$ cat config.mk
export PLATFORM = sky130hd
export DESIGN_NAME = max_pooling2x2_nch
export DESIGN_NICKNAME = d
export VERILOG_FILES = /design/src/rtl/max_pooling2x2_nch_pkg.sv /design/src/rtl/max_pooling2x2_nch_fp_max2.sv /design/src/rtl/max_pooling2x2_nch.sv
export SDC_FILE = /design/constraint.sdc
export NUM_CORES = 1
export LEC_CHECK = 0
export ABC_AREA = 0
export BUFFER_PORTS_ARGS = -buffer_cell sky130_fd_sc_hd__clkbuf_2
export CAP_MARGIN = 15
export CORE_MARGIN = 2
export CORE_UTILIZATION = 40
export CTS_BUF_LIST = sky130_fd_sc_hd__clkbuf_4 sky130_fd_sc_hd__clkbuf_8
export CTS_CLUSTER_SIZE = 14
export DETAILED_ROUTE_END_ITERATION = 8
export HOLD_SLACK_MARGIN = 0.06
export PLACE_DENSITY_LB_ADDON = 0.2
export SETUP_SLACK_MARGIN = 0.05
export SYNTH_ARGS = -nofsm -noshare
export SYNTH_HDL_FRONTEND = slang
export SYNTH_SLANG_ARGS = --single-unit
$ cat constraint.sdc
create_clock -name clk -period 5.6 [get_ports clk]
set_input_delay 0.56 -clock clk [delete_from_list [all_inputs] [get_ports clk]]
set_output_delay 0.56 -clock clk [all_outputs]
set_load 0.03 [all_outputs]
$ cat src/rtl/max_pooling2x2_nch_pkg.sv
`default_nettype none
// ============================================================================
// Module   : max_pooling2x2_nch_pkg
// Purpose  : Shared definitions for the 2x2 stride-2 multi-channel max pooler:
//            fp32 element type, ordered-key mapping used for float compares,
//            lane slice helper and counter width helper.
// Ports    : (package, no ports)
// Revision : 1.0 - initial release
// ============================================================================
package max_pooling2x2_nch_pkg;

   localparam int FP32_W    = 32;
   localparam int FP32_SIGN = FP32_W - 1;

   typedef logic [FP32_W-1:0] fp32_t;

   // Maps an IEEE-754 single to a key whose unsigned order equals numeric
   // order: positives get the MSB set, negatives are fully inverted so that
   // larger magnitudes sort lower. -0 becomes 0x7FFFFFFF and +0 becomes
   // 0x80000000, which is what makes +0 beat -0.
   function automatic fp32_t fp32_key(input fp32_t v);
      return v[FP32_SIGN] ? ~v : {1'b1, v[FP32_SIGN-1:0]};
   endfunction

   // Bit offset of a lane inside the packed channel bus.
   function automatic int lane_lsb(input int lane, input int width);
      return lane * width;
   endfunction

   // Counter width for a 0..n-1 counter; never narrower than one bit.
   function automatic int cnt_width(input int n);
      return (n <= 2) ? 1 : $clog2(n);
   endfunction

endpackage : max_pooling2x2_nch_pkg
`default_nettype wire

$ cat src/rtl/max_pooling2x2_nch_fp_max2.sv
`default_nettype none
// ============================================================================
// Module   : max_pooling2x2_nch_fp_max2
// Purpose  : Combinational two-input fp32 maximum for one channel lane.
//            Greater ordered key wins; on equal keys operand a wins.
// Ports    : a - first operand (wins ties)
//            b - second operand
//            y - maximum of a and b
// Revision : 1.0 - initial release
// ============================================================================
module max_pooling2x2_nch_fp_max2
   import max_pooling2x2_nch_pkg::*;
(
   input  logic [FP32_W-1:0] a,
   input  logic [FP32_W-1:0] b,
   output logic [FP32_W-1:0] y
);

   always_comb begin
      y = (fp32_key(b) > fp32_key(a)) ? b : a;
   end

endmodule : max_pooling2x2_nch_fp_max2
`default_nettype wire

$ cat src/rtl/max_pooling2x2_nch.sv
`default_nettype none
// ============================================================================
// Module   : max_pooling2x2_nch
// Purpose  : Streaming 2x2 stride-2 max pooling over CHANNELS parallel fp32
//            lanes on a raster-order pixel stream. Odd trailing column/row
//            is consumed and ignored. One output per complete window, one
//            cycle after the window's bottom-right pixel.
// Ports    : clk     - clock
//            rst_n   - asynchronous active-low reset
//            i_clear - synchronous frame restart (beats i_valid)
//            i_valid - i_data carries one pixel this cycle
//            i_data  - packed lane pixels, lane k at [k*DATA_WIDTH +: DATA_WIDTH]
//            o_data  - packed pooled result, held while o_valid is low
//            o_valid - one-cycle result strobe
//            o_last  - with o_valid: final pooled pixel of the frame
// Revision : 1.0 - initial release
// ============================================================================
module max_pooling2x2_nch
   import max_pooling2x2_nch_pkg::*;
#(
   parameter int DATA_WIDTH   = 32,
   parameter int IMAGE_WIDTH  = 4,
   parameter int IMAGE_HEIGHT = 4,
   parameter int CHANNELS     = 1
) (
   input  logic                         clk,
   input  logic                         rst_n,
   input  logic                         i_clear,
   input  logic                         i_valid,
   input  logic [CHANNELS*DATA_WIDTH-1:0] i_data,
   output logic [CHANNELS*DATA_WIDTH-1:0] o_data,
   output logic                         o_valid,
   output logic                         o_last
);

   localparam int BUS_W  = CHANNELS * DATA_WIDTH;
   localparam int COL_W  = cnt_width(IMAGE_WIDTH);
   localparam int ROW_W  = cnt_width(IMAGE_HEIGHT);
   localparam int HALF_W = IMAGE_WIDTH / 2;
   localparam int IDX_W  = cnt_width(HALF_W);

   localparam logic [COL_W-1:0] COL_MAX  = COL_W'(IMAGE_WIDTH - 1);
   localparam logic [ROW_W-1:0] ROW_MAX  = ROW_W'(IMAGE_HEIGHT - 1);
   localparam logic [COL_W-1:0] LAST_COL = COL_W'(2 * HALF_W - 1);
   localparam logic [ROW_W-1:0] LAST_ROW = ROW_W'(2 * (IMAGE_HEIGHT / 2) - 1);
   localparam logic             ODD_H    = 1'(IMAGE_HEIGHT % 2);

   logic [COL_W-1:0] col;
   logic [ROW_W-1:0] row;
   logic [BUS_W-1:0] pair_reg;
   logic [BUS_W-1:0] row_buf [HALF_W];
   logic [BUS_W-1:0] buf_rd;
   logic [BUS_W-1:0] h_max;
   logic [BUS_W-1:0] v_max;
   logic [IDX_W-1:0] buf_idx;
   logic             accept;
   logic             in_rows;
   logic             buf_wr;
   logic             emit;

   // For odd widths the trailing even column never reaches an odd column,
   // so it can neither write the buffer nor emit. Odd heights need an
   // explicit gate on the trailing row.
   always_comb begin
      accept  = i_valid & ~i_clear;
      in_rows = ~ODD_H | (row != ROW_MAX);
      buf_idx = IDX_W'(col >> 1);
      buf_rd  = row_buf[buf_idx];
      buf_wr  = accept & col[0] & ~row[0] & in_rows;
      emit    = accept & col[0] &  row[0] & in_rows;
   end

   generate
      for (genvar k = 0; k < CHANNELS; k++) begin : g_lane
         localparam int LSB = lane_lsb(k, DATA_WIDTH);

         max_pooling2x2_nch_fp_max2 u_hmax (
            .a (pair_reg[LSB +: DATA_WIDTH]),
            .b (i_data  [LSB +: DATA_WIDTH]),
            .y (h_max   [LSB +: DATA_WIDTH])
         );

         max_pooling2x2_nch_fp_max2 u_vmax (
            .a (buf_rd[LSB +: DATA_WIDTH]),
            .b (h_max [LSB +: DATA_WIDTH]),
            .y (v_max [LSB +: DATA_WIDTH])
         );
      end
   endgenerate

   // Data storage carries no reset: its contents are only ever read after
   // being written within the current frame.
   always_ff @(posedge clk) begin
      if (accept && !col[0]) begin
         pair_reg <= i_data;
      end
   end

   always_ff @(posedge clk) begin
      if (buf_wr) begin
         row_buf[buf_idx] <= h_max;
      end
   end

   always_ff @(posedge clk or negedge rst_n) begin
      if (!rst_n) begin
         col     <= '0;
         row     <= '0;
         o_data  <= '0;
         o_valid <= 1'b0;
         o_last  <= 1'b0;
      end else if (i_clear) begin
         col     <= '0;
         row     <= '0;
         o_valid <= 1'b0;
         o_last  <= 1'b0;
      end else begin
         o_valid <= emit;
         o_last  <= emit && (row == LAST_ROW) && (col == LAST_COL);
         if (emit) begin
            o_data <= v_max;
         end
         if (i_valid) begin
            if (col == COL_MAX) begin
               col <= '0;
               row <= (row == ROW_MAX) ? '0 : row + 1'b1;
            end else begin
               col <= col + 1'b1;
            end
         end
      end
   end

endmodule : max_pooling2x2_nch
`default_nettype wire
# [Yosys cells after proc, flatten, opt, wreduce, memory -nomap -nowiden]
# Memories as Yosys holds them, arrays and structs flattened.
# Cells that the tools add are included.
[op_classes] n_addsub=2 n_lt_le_gt_ge=2 n_eq_ne=2 muxes=17 n_bitwise=10 n_reduce_logical=8
[ops] cell="$mux 32" count=6
[ops] cell="$not 32->32" count=4
[ops] cell="$gt 32x32->1" count=2
[ops] cell="$mux 2" count=7
[ops] cell="$add 2x1->2 const B" count=2
[ops] cell="$and 1x1->1" count=4
[ops] cell="$eq 2x2->1 const B" count=2
[ops] cell="$mux 1" count=4
[ops] cell="$reduce_and 2->1" count=2
[ops] cell="$reduce_bool 2->1" count=2
[ops] cell="$logic_and 1x1->1" count=3
[ops] cell="$not 1->1" count=2
[ops] cell="$logic_not 1->1" count=1
[word_totals] register_bits=70 ramBits=64 inputBits=36 out_inout_bits=34 word_cells=48 memories=1
[mem_list] memory="row_buf" words=2 word_bits=32 read_ports=1 rd_ports_with_merged_regs=0 write_ports=1 line="max_pooling2x2_nch.sv:51" text="logic [BUS_W-1:0] row_buf [HALF_W];"

# [Logic depth before layout (Yosys ltp)]
[depth] word_depth=8 depth_mapped=22 ltp_nobuf=17

# [Hierarchy]
# Synthesis repeated with hierarchy kept, for this count alone.
[unflattened] cells_unflattened=599 area_unflattened_um2=8230.4
[modules_own_cells] module="max_pooling2x2_nch" n_inst=1 cells_per_inst=227 area_each_um2=4889.7 seq_area_each_um2=3833.7
[modules_own_cells] module="max_pooling2x2_nch_fp_max2" n_inst=2 cells_per_inst=186 area_each_um2=1670.4 seq_area_each_um2=0.0

# [Worst setup path after synthesis]
# No wires, ideal clock.
[synth_timing] kind="input port to flip-flop" start="input i_data[31]" end="register o_data[23]" setup_ns=0.130 t_arrival_ns=5.003 required_ns=5.470 path_slack_ns=0.468 path_stages=22 path_buffers=5 path_cell_list="clkbuf_1 buf_1 xor2_1 ha_1 nor2b_1 o211ai_1 a2111oi_0 o311ai_1 and2_1 buf_6 a21oi_4 buf_6 xnor2_1 ha_1 nand4_1 nor4_1 and3_1 o22ai_1 a21oi_2 clkbuf_1 a21o_1 o21ai_0"
[synth_between] elab_chain_len=8
[synth_rtl] element="start: declaration" line="max_pooling2x2_nch.sv:30" text="input logic [CHANNELS*DATA_WIDTH-1:0] i_data,"
[synth_rtl] element="$not 32->32" line="max_pooling2x2_nch_pkg.sv:22" text="return v[FP32_SIGN] ? ~v : {1'b1, v[FP32_SIGN-1:0]};"
[synth_rtl] element="$mux 32" line="max_pooling2x2_nch_pkg.sv:22"
[synth_rtl] element="$gt 32x32->1" line="max_pooling2x2_nch_fp_max2.sv:20" text="y = (fp32_key(b) > fp32_key(a)) ? b : a;"
[synth_rtl] element="$mux 32 *" line="max_pooling2x2_nch_fp_max2.sv:20"
[synth_rtl] element="$not 32->32" line="max_pooling2x2_nch_pkg.sv:22"
[synth_rtl] element="$mux 32" line="max_pooling2x2_nch_pkg.sv:22"
[synth_rtl] element="$gt 32x32->1" line="max_pooling2x2_nch_fp_max2.sv:20"
[synth_rtl] element="$mux 32 *" line="max_pooling2x2_nch_fp_max2.sv:20"
[synth_rtl] element="end signal: assignment" line="max_pooling2x2_nch.sv:121" text="o_data <= v_max;"
[synth_rtl] element="end: declaration" line="max_pooling2x2_nch.sv:31" text="output logic [CHANNELS*DATA_WIDTH-1:0] o_data,"
# Mark *: on every way between the ends. The rest lies on a longest branch, timed or not.
# A chain may end at the register's enable or synchronous reset.

# [Worst setup path after layout]
[layout_timing] start="register pair_reg[31]" end="register o_data[21]"
[layout_between] elab_chain_len=8
[layout_rtl] element="start: declaration" line="max_pooling2x2_nch.sv:50" text="logic [BUS_W-1:0] pair_reg;"
[layout_rtl] element="start signal: assignment" line="max_pooling2x2_nch.sv:95" text="pair_reg <= i_data;"
[layout_rtl] element="$not 32->32" line="max_pooling2x2_nch_pkg.sv:22"
[layout_rtl] element="$mux 32 *" line="max_pooling2x2_nch_pkg.sv:22"
[layout_rtl] element="$gt 32x32->1 *" line="max_pooling2x2_nch_fp_max2.sv:20"
[layout_rtl] element="$mux 32 *" line="max_pooling2x2_nch_fp_max2.sv:20"
[layout_rtl] element="named net g_lane[0].u_hmax.y[29]" line="max_pooling2x2_nch_fp_max2.sv:16" text="output logic [FP32_W-1:0] y"
[layout_rtl] element="$not 32->32" line="max_pooling2x2_nch_pkg.sv:22"
[layout_rtl] element="$mux 32 *" line="max_pooling2x2_nch_pkg.sv:22"
[layout_rtl] element="$gt 32x32->1 *" line="max_pooling2x2_nch_fp_max2.sv:20"
[layout_rtl] element="$mux 32 *" line="max_pooling2x2_nch_fp_max2.sv:20"
# The timed path passes the listed nets; every way through them passes the cells marked *.

==> results by group <==
Floorplan
  • Die Span Y: 148 µm
  • Core Rows: 52
  • I/O Pins: 70
  • Area of the die: 21800 µm²
  • Initial Util: 40.8%
  • Core Area: 20200 µm²
  • DIE WIDTH: 148 µm

Finish
  • Fillers: 1869
  • Max reg flops: 64
  • Most frequent cells in the layout: edfxtp_1 (96), xnor2_1 (91), clkbuf_2 (69)
  • Layout area overhead: 14.6%
  • Leading cell type in the layout, fill and taps excluded: edfxtp_1
  • Nets: 887
  • Diodes inserted: 0
  • Share of cells above drive strength 1: 17.4%

Timing
  • Final worst setup slack: 0.394 ns
  • Total negative slack: 0 ns
  • Slew at the pin with the worst max-slew slack: 1.02 ns
  • Final worst clock skew: 0.0177 ns
  • Period Utilization, post-route: 93.0%
  • Tmin final: 5.21 ns
  • Number of endpoints failing setup at the final stage: 0
  • Fmax: 0.192 GHz
  • Max-slew headroom at the worst pin: 32.1%
  • Endpoints failing hold: 0
  • RSZ-0062 raised after global routing: false
  • Final hold slack: 0.320 ns
  • Slew Viols, Final: 0

Detailed routing
  • Wire length per cell: 18.7 µm
  • Routed wire length: 20000 µm
  • Drt first pass iters: 5
  • DR DRC count: 0
  • Via density: 5.34
  • DR iter-0 viols: 347
  • Final ANT Viol Nets: 0
  • DR vias: 5701

Yosys
  • Synth warnings: 0
  • Post-synth EDFFs: 96
  • Synth unique cells: 42
  • Synth Flop Type: edfxtp_1
  • Sequential fraction of the synthesis area: 46.5%
  • Synth Area per Inst: 11.4 µm²
  • Asr flop ratio synth: 28.4%
  • Synthesized Nets: 824
  • Gate Count Post-Synth: 722
  • Synth Register Bits: 134
  • Synthesized area: 8250 µm²

Global route
  • Initial antenna violation count: 0
  • First-pass GRT wire length: 31600 µm
  • Number of global-route vias before repair: 5679
  • Largest net degree at the start of global routing: 66
  • Tot GR Track Use: 18.8%
  • Global route total overflow: 0

Hold path
  • Worst Hold End: pair_reg[24]$_DFFE_PP_
  • Worst min path class: in2reg
  • Worst hold path depth: 1
  • Hold path start: i_data[24]

Critical path
  • Reg2Reg Setup Slack: 0.39 ns
  • Reg-to-Reg End: o_data[21]$_DFFE_PN0P_
  • Worst Reg-to-Reg Cells: 20
  • Worst Setup Start Kind: register
  • CP Launch Point: pair_reg[31]$_DFFE_PP_
  • Crit path DAT: 5.53 ns
  • CP Max Fanout: 34
  • Critical Path Sink Type: register
  • Crit path required time: 5.92 ns
  • Reg-to-Reg Start: pair_reg[31]$_DFFE_PP_
  • Crit Path Class: reg2reg

Clock tree
  • Clock slew at reported path FFs: 0.09 ns
  • Clk Latency, worst-skew pair: 0.46 ns
  • Clock Path Buffers: 2
  • Cts bufs inserted: 17
  • TritonCTS clock tree: yes
  • CTS H-tree lvls: 4
  • Sink Count: 134
  • Clock root cell: clkbuf_8

Place
  • IO buf count: 69
  • Dpl ws: -0.129 ns
  • DP Wirelength: 14200 µm
  • GP Congestion: 0.849

Run
  • Max-cap violations: 0

Run status
  • Status: completed

Power
  • Power per cell area: 295 nW/µm²
  • Leakage Power: 3.72 nW
  • Peak supply drop: 0.000141 V
-- cells in the mapped netlist, types with 2 or more instances --
cell | count | share of area (%)
mux2i_1 | 34 | 4.1
nand4_1 | 14 | 1.1
ha_1 | 66 | 10
nand2_1 | 54 | 2.5
o21a_1 | 2 | 0.18
buf_1 | 8 | 0.36
clkbuf_1 | 28 | 1.3
a21boi_0 | 31 | 2.8
o21ai_0 | 38 | 2.3
nor2_1 | 9 | 0.41
buf_6 | 4 | 0.55
nor3_1 | 5 | 0.30
o211ai_1 | 3 | 0.27
o2bb2ai_1 | 2 | 0.21
a211oi_1 | 33 | 3.0
a21o_1 | 64 | 5.8
buf_2 | 3 | 0.18
xor2_1 | 33 | 3.5
edfxtp_1 | 96 | 35
a21oi_1 | 27 | 1.6
nor2b_1 | 4 | 0.30
a221oi_1 | 3 | 0.32
buf_4 | 3 | 0.27
dfrtp_1 | 38 | 12
and4_1 | 2 | 0.21
nand3_1 | 7 | 0.42
inv_1 | 4 | 0.18
nor4_1 | 3 | 0.23
xnor2_1 | 91 | 9.7
-- per-stage QoR --
stage                     utilization, %  total power [mW]  instance area (µm²)  std cells
final                               46.7              2.79                 9460       1068
after global routing                46.7              2.95                 9460       1068
after CTS                           46.3              2.80                 9380       1065
after detailed placement            44.3              1.97                 8970       1033
after global placement              44.3              1.95                 8970       1033
after floorplan                        -              1.74                 8250        722
-- logic make-up (layout without fill, tap and decap cells) --
| kind of cell | after synthesis | count (layout) | share of synthesized area, % |
|---|---|---|---|
| buffers and inverters | 50 | 126 | 2.82 |
| AND/OR/NAND/NOR | 102 | 102 | 5.81 |
| XOR/XNOR | 124 | 124 | 13.2 |
| adder cells (fa/ha/maj) | 66 | 66 | 10.0 |
| AO/OA/AOI/OAI | 212 | 212 | 17.6 |
| multiplexers | 34 | 34 | 4.13 |
| flip-flops | 134 | 134 | 46.5 |
-- worst max-delay path by stage --
stage                                   endpoint  slack [ns]  cells past startpoint
after global routing       o_data[6]$_DFFE_PN0P_        0.11                     20
after global placement     o_data[5]$_DFFE_PN0P_       -0.06                     22
final                     o_data[21]$_DFFE_PN0P_        0.39                     20
after detailed placement   o_data[6]$_DFFE_PN0P_       -0.13                     21
after floorplan           o_data[23]$_DFFE_PN0P_        0.47                     22
after CTS                  o_data[6]$_DFFE_PN0P_        0.15                     21
-- metal layers --
metal,up-vias,global-route usage (%),share of wire [%]
li1,2796,-,-
met3,15,2.56,3.0
met2,92,29.0,46
met5,-,0,0
met1,2798,27.9,51
met4,0,5.34,0.94
-- repair_timing --
action                                  CTS  global route
endpoints found under the setup margin   28            32
pin swaps                                 0             1
resized for setup                         2             9
endpoints found under the hold margin     0             7
hold buffers                              0             1
buffers inserted                          0             1
-- where the power goes --
group          internal, mW  leakage, nW  switching, mW
combinational         0.333         2.13          0.497
clock                 0.409        0.188          0.412
sequential             1.11         1.40         0.0243
-- area by class of cell --
class | instances | area [µm²] | area share (%)
clock buffers | 18 | 248 | 2.62
clock inverters | 14 | 153 | 1.61
inverters | 4 | 15.0 | 0.159
multi-input cells | 538 | 4280 | 45.3
flip-flops and latches | 134 | 3830 | 40.5
well taps | 270 | 338 | 3.57
repair buffers | 90 | 591 | 6.24
-- critical path, cell delays in order, from the launching register on --
cell	delay (ns)
edfxtp_1	0.37
clkbuf_8	0.29
xnor2_1	0.20
ha_1	0.31
nor2b_1	0.13
o211ai_1	0.09
a2111oi_1	0.56
o311ai_4	0.24
buf_6	0.21
a21boi_0	0.45
a21o_1	0.20
xnor2_1	0.08
ha_1	0.32
nand4_1	0.11
nor3_2	0.30
a21bo_2	0.26
o22ai_1	0.22
a21oi_4	0.08
buf_4	0.20
a211oi_1	0.28
o21ai_0	0.16
Note: power is estimated with default switching activity, not from simulation.
